$ cat config.mk
export PLATFORM = sky130hd
export DESIGN_NAME = day4_pipe_reg
export DESIGN_NICKNAME = d
export VERILOG_FILES = /design/src/rtl/day4_pipe_reg.sv
export SDC_FILE = /design/constraint.sdc
export NUM_CORES = 1
export LEC_CHECK = 0
export ABC_AREA = 1
export CAP_MARGIN = 30
export CORE_MARGIN = 5
export CORE_UTILIZATION = 50
export CTS_BUF_LIST = sky130_fd_sc_hd__clkbuf_8
export CTS_CLUSTER_DIAMETER = 200
export CTS_CLUSTER_SIZE = 10
export DETAILED_ROUTE_END_ITERATION = 6
export GPL_TIMING_DRIVEN = 0
export PLACE_DENSITY = 0.87
export SETUP_SLACK_MARGIN = 0.2
export SYNTH_ARGS = -nofsm -noshare
export SYNTH_HDL_FRONTEND = slang
export SYNTH_SLANG_ARGS = --single-unit
export TNS_END_PERCENT = 100
$ cat constraint.sdc
create_clock -name clk -period 4.5 [get_ports clk]
set_input_delay 0.9 -clock clk [delete_from_list [all_inputs] [get_ports clk]]
set_output_delay 0.9 -clock clk [all_outputs]
set_load 0.03 [all_outputs]
$ cat src/rtl/day4_pipe_reg.sv
// rtl/day4_pipe_reg.sv - WIDTH-bit, DEPTH-stage pipeline register with per-stage valid tags and occupancy count
// Optional synchronous clear port clr_i is built only when DAY4_SYNC_CLR_EN is defined.
module day4_pipe_reg #(
  parameter int              WIDTH   = 8,
  parameter int              DEPTH   = 4,
  parameter logic [WIDTH-1:0] RST_VAL = '0,
  localparam int             CW      = $clog2(DEPTH + 1)
) (
  input  logic                   clk,
  input  logic                   reset,
  input  logic                   en_i,
`ifdef DAY4_SYNC_CLR_EN
  input  logic                   clr_i,
`endif
  input  logic [WIDTH-1:0]       d_i,
  input  logic                   valid_i,
  output logic [WIDTH-1:0]       q_o,
  output logic                   valid_o,
  output logic [WIDTH*DEPTH-1:0] taps_o,
  output logic [CW-1:0]          occ_o
);

  logic [WIDTH-1:0] data_q [DEPTH];
  logic [WIDTH-1:0] data_d [DEPTH];
  logic [DEPTH-1:0] tag_q;
  logic [DEPTH-1:0] tag_d;
  logic [CW-1:0]    occ_q;
  logic [CW-1:0]    occ_d;

  // Later assignments override earlier ones, so clear takes priority over advance.
  always_comb begin
    for (int k = 0; k < DEPTH; k++) begin
      data_d[k] = data_q[k];
    end
    tag_d = tag_q;
    occ_d = occ_q;

    if (en_i) begin
      data_d[0] = d_i;
      tag_d[0]  = valid_i;
      for (int k = 1; k < DEPTH; k++) begin
        data_d[k] = data_q[k-1];
        tag_d[k]  = tag_q[k-1];
      end
      // The counter tracks popcount(tag), so entry/exit balance keeps it in range.
      occ_d = occ_q + CW'(valid_i) - CW'(tag_q[DEPTH-1]);
    end

`ifdef DAY4_SYNC_CLR_EN
    if (clr_i) begin
      for (int k = 0; k < DEPTH; k++) begin
        data_d[k] = RST_VAL;
      end
      tag_d = '0;
      occ_d = '0;
    end
`endif
  end

  always_ff @(posedge clk or negedge reset) begin
    if (!reset) begin
      for (int k = 0; k < DEPTH; k++) begin
        data_q[k] <= RST_VAL;
      end
      tag_q <= '0;
      occ_q <= '0;
    end else begin
      for (int k = 0; k < DEPTH; k++) begin
        data_q[k] <= data_d[k];
      end
      tag_q <= tag_d;
      occ_q <= occ_d;
    end
  end

  for (genvar k = 0; k < DEPTH; k++) begin : g_taps
    assign taps_o[k*WIDTH +: WIDTH] = data_q[k];
  end

  assign q_o     = data_q[DEPTH-1];
  assign valid_o = tag_q[DEPTH-1];
  assign occ_o   = occ_q;

endmodule

==> results.md <==
- Run status: finished, final reports clean
- Seq pwr share: 0.417
- CP max FO: 3
- Die Width: 66.8 um
- Setup slack after placement: 2150 ps
- Initial Utilization: 0.525
- Clock Skews: 3.16 ps
- Register-to-register setup slack: 2800 ps
- CTS buffer count: 5
- # port buffers: 54
- CTS Buffer Depth: 2
- Area leader, netlist: dfrtp_1
- H-tree lvl count: 2
- Post-synthesis instance area: 1620 um^2
- Internal power: 694 uW
- Routed met1 length: 1.43 mm
- DR iter-0 viols: 93
- Critical R2R Launch: tag_q[3]$_DFFE_PN0P_
- PD cells: 460 nW/um^2
- Synthesized area per cell: 8.97 um^2
- Number of diodes: 0
- Number of global-route vias before repair: 1,312
- DP HPWL: 2.58 mm
- Hold Path Sink: tag_q[0]$_DFFE_PN0P_
- Period utilization: 0.519
- Hold path startpoint: tag_q[0]$_DFFE_PN0P_
- Num rows: 20
- RSZ-0062 raised after global routing: false
- Synth cell types: 12
- DRC: 0
- Worst hold path type: register to register
- Vias: 1,325
- CP Class: register to output port
- Routed WL per cell: 12.2 um
- Fillcell total: 237
- WHS: 483 ps
- Initial antenna violation count: 0
- Die area: 4470 um^2
- RePlAce Congestion: 0.751
- Clock latency on the worst-skew pair: 290 ps
- Die Span Y: 66.8 um
- I/O pin total: 56
- Max cap viols: 0
- Max Slew Vio Count: 0
- Area grow syn2layout: 42.8%
- Crit. Startpoint: q_o[6]$_DFFE_PN0P_
- Clock Pin Slew Worst Setup and Hold Paths: 70 ps
- Final setup violation count: 0
- Fmax achieved: 428 MHz
- Post-synth net total: 195
- Final net count: 256
- Net Sw Power: 367 uW
- Synth area leaders: dfrtp_1 60%, nand2_1 23%, buf_4 3.7%, o21ai_0 3.1%, inv_1 2.3%
- Slew margin rel.: 0.444
- Total number of yosys warnings: 0
- Final worst path period need: 2330 ps
- Final hold violation count: 0
- Max Used Layer: met4
- Synth top area share: 0.604
- Core area: 3080 um^2
- Largest net degree at the start of global routing: 40
- Critical path arrival: 1430 ps
- Post-CTS sizing: 0
- LEAKAGE: 1.18 nW
- RR Endpoint: occ_o[2]$_DFFE_PN0P_
- GRT Overall Usage: 0.176
- Hold-fix buffers at CTS: 0
- Mean number of vias per cell: 4.63
- First-pass GRT wire length: 5.79 mm
- Slew @ Worst Pin: 834 ps
- WL met3: 275 um
- Worst Hold Path Cells: 2
- WL met2: 1.74 mm
- Sw Share: 0.346
- CTS tree: done
- Post-CTS setup buffer count: 0
- Reg2Reg Depth: 9
- Setup TNS: 0 ps
- Post-synthesis cell count: 180
- Clk pwr share: 0.239
- DR pass1 iterations: 4
- Worst Setup End Kind: output port
- Logic gate share of total power: 0.344
- Worst path required time: 3600 ps
- Sequential fraction of the synthesis area: 0.604
- Clock root cell: clkbuf_8
- Flops & latches, synth: 39
- Final wirelength: 3.49 mm
- Setup ws final: 2170 ps
- Startpoint types: register
- Core Util, Final: 0.749
- Antenna Nets Post-Route: 0
- GR Overflow Total: 0
- Share of cells above drive strength 1: 0.107
- Worst vdd ir: 0.371 mV
- Clock sink count: 39
-- state kept, by name, summed over array words and instances (netlist names) --
name	count
tag_q	4
taps_o	24
occ_o	3
q_o	8
-- layout make-up --
class / instances / area (um^2) / share of cell area
Buffer: 17 / 124 / 0.0537
Timing Repair Buffer: 54 / 536 / 0.232
Clock buffer: 7 / 96.3 / 0.0418
Inverter: 11 / 41.3 / 0.0179
Sequential cell: 39 / 976 / 0.423
Multi-Input combinational cell: 113 / 474 / 0.206
Clock inverter: 1 / 3.75 / 0.00163
Tap cell: 44 / 55.1 / 0.0239
-- worst max-delay path, cell delays in order (launching register included) --
cell	delay, ps
dfrtp_1	380
buf_4	120
clkdlybuf4s50_1	650
-- metrics by stage --
| step | total power [mW] | instances | cell area [um^2] |
|---|---|---|---|
| after floorplan | 0.659 | 180 | 1620 |
| after global placement | 0.805 | 278 | 2210 |
| after detailed placement | 0.819 | 278 | 2210 |
| after CTS | 1.07 | 286 | 2310 |
| after global routing | 1.12 | 286 | 2310 |
| final | 1.06 | 286 | 2310 |
-- logic make-up (layout without fill, tap and decap cells) --
logic type	Yosys count	after routing	share of synthesized area
and+or+nand+nor	100	100	0.235
DFF	39	39	0.604
buffers and inverters	28	90	0.102
AOI/OAI and AO/OA	10	10	0.0310
adders and majority gates	3	3	0.0279
-- power by group through the flow --
stage | clock [mW] | combinational [mW] | sequential [mW]
2_1_floorplan | 0 | 0.119 | 0.540
3_3_place_gp | 0 | 0.359 | 0.446
3_5_place_dp | 0 | 0.371 | 0.448
4_1_cts | 0.257 | 0.371 | 0.442
5_1_grt | 0.275 | 0.394 | 0.451
6_report | 0.254 | 0.365 | 0.442
-- routing by layer --
layer,vias to the layer above,global-route usage
li1,650,-
met1,620,0.203
met2,49,0.306
met3,6,0.0523
met4,0,0.0685
met5,-,0
-- worst max-delay path by stage --
stage	slack (ps)	endpoint	cells after the start
CTS	2140	taps_o[25]	2
floorplan	2700	occ_o[2]$_DFFE_PN0P_	7
finish	2170	taps_o[30]	2
global route	2110	taps_o[25]	2
detailed placement	2150	occ_o[2]$_DFFE_PN0P_	8
global placement	1630	taps_o[15]$_DFFE_PN0P_	1
-- cells in the final DEF, fill, tap and decap left out, drive strengths merged --
cell type,n
inv,12
buf,18
nand2,98
o21ai,10
dfrtp,39
clkdlybuf4s50,53
clkbuf,7
nand3,1
nand4,1
ha,2
fa,1
-- synthesized netlist by cell type --
| cell | instances |
|---|---|
| buf_6 | 3 |
| buf_2 | 6 |
| nand2_1 | 98 |
| buf_4 | 8 |
| inv_2 | 1 |
| ha_1 | 2 |
| dfrtp_1 | 39 |
| nand4_1 | 1 |
| nand3_1 | 1 |
| inv_1 | 10 |
| o21ai_0 | 10 |
| fa_1 | 1 |
(Power assumes the default switching activity.)
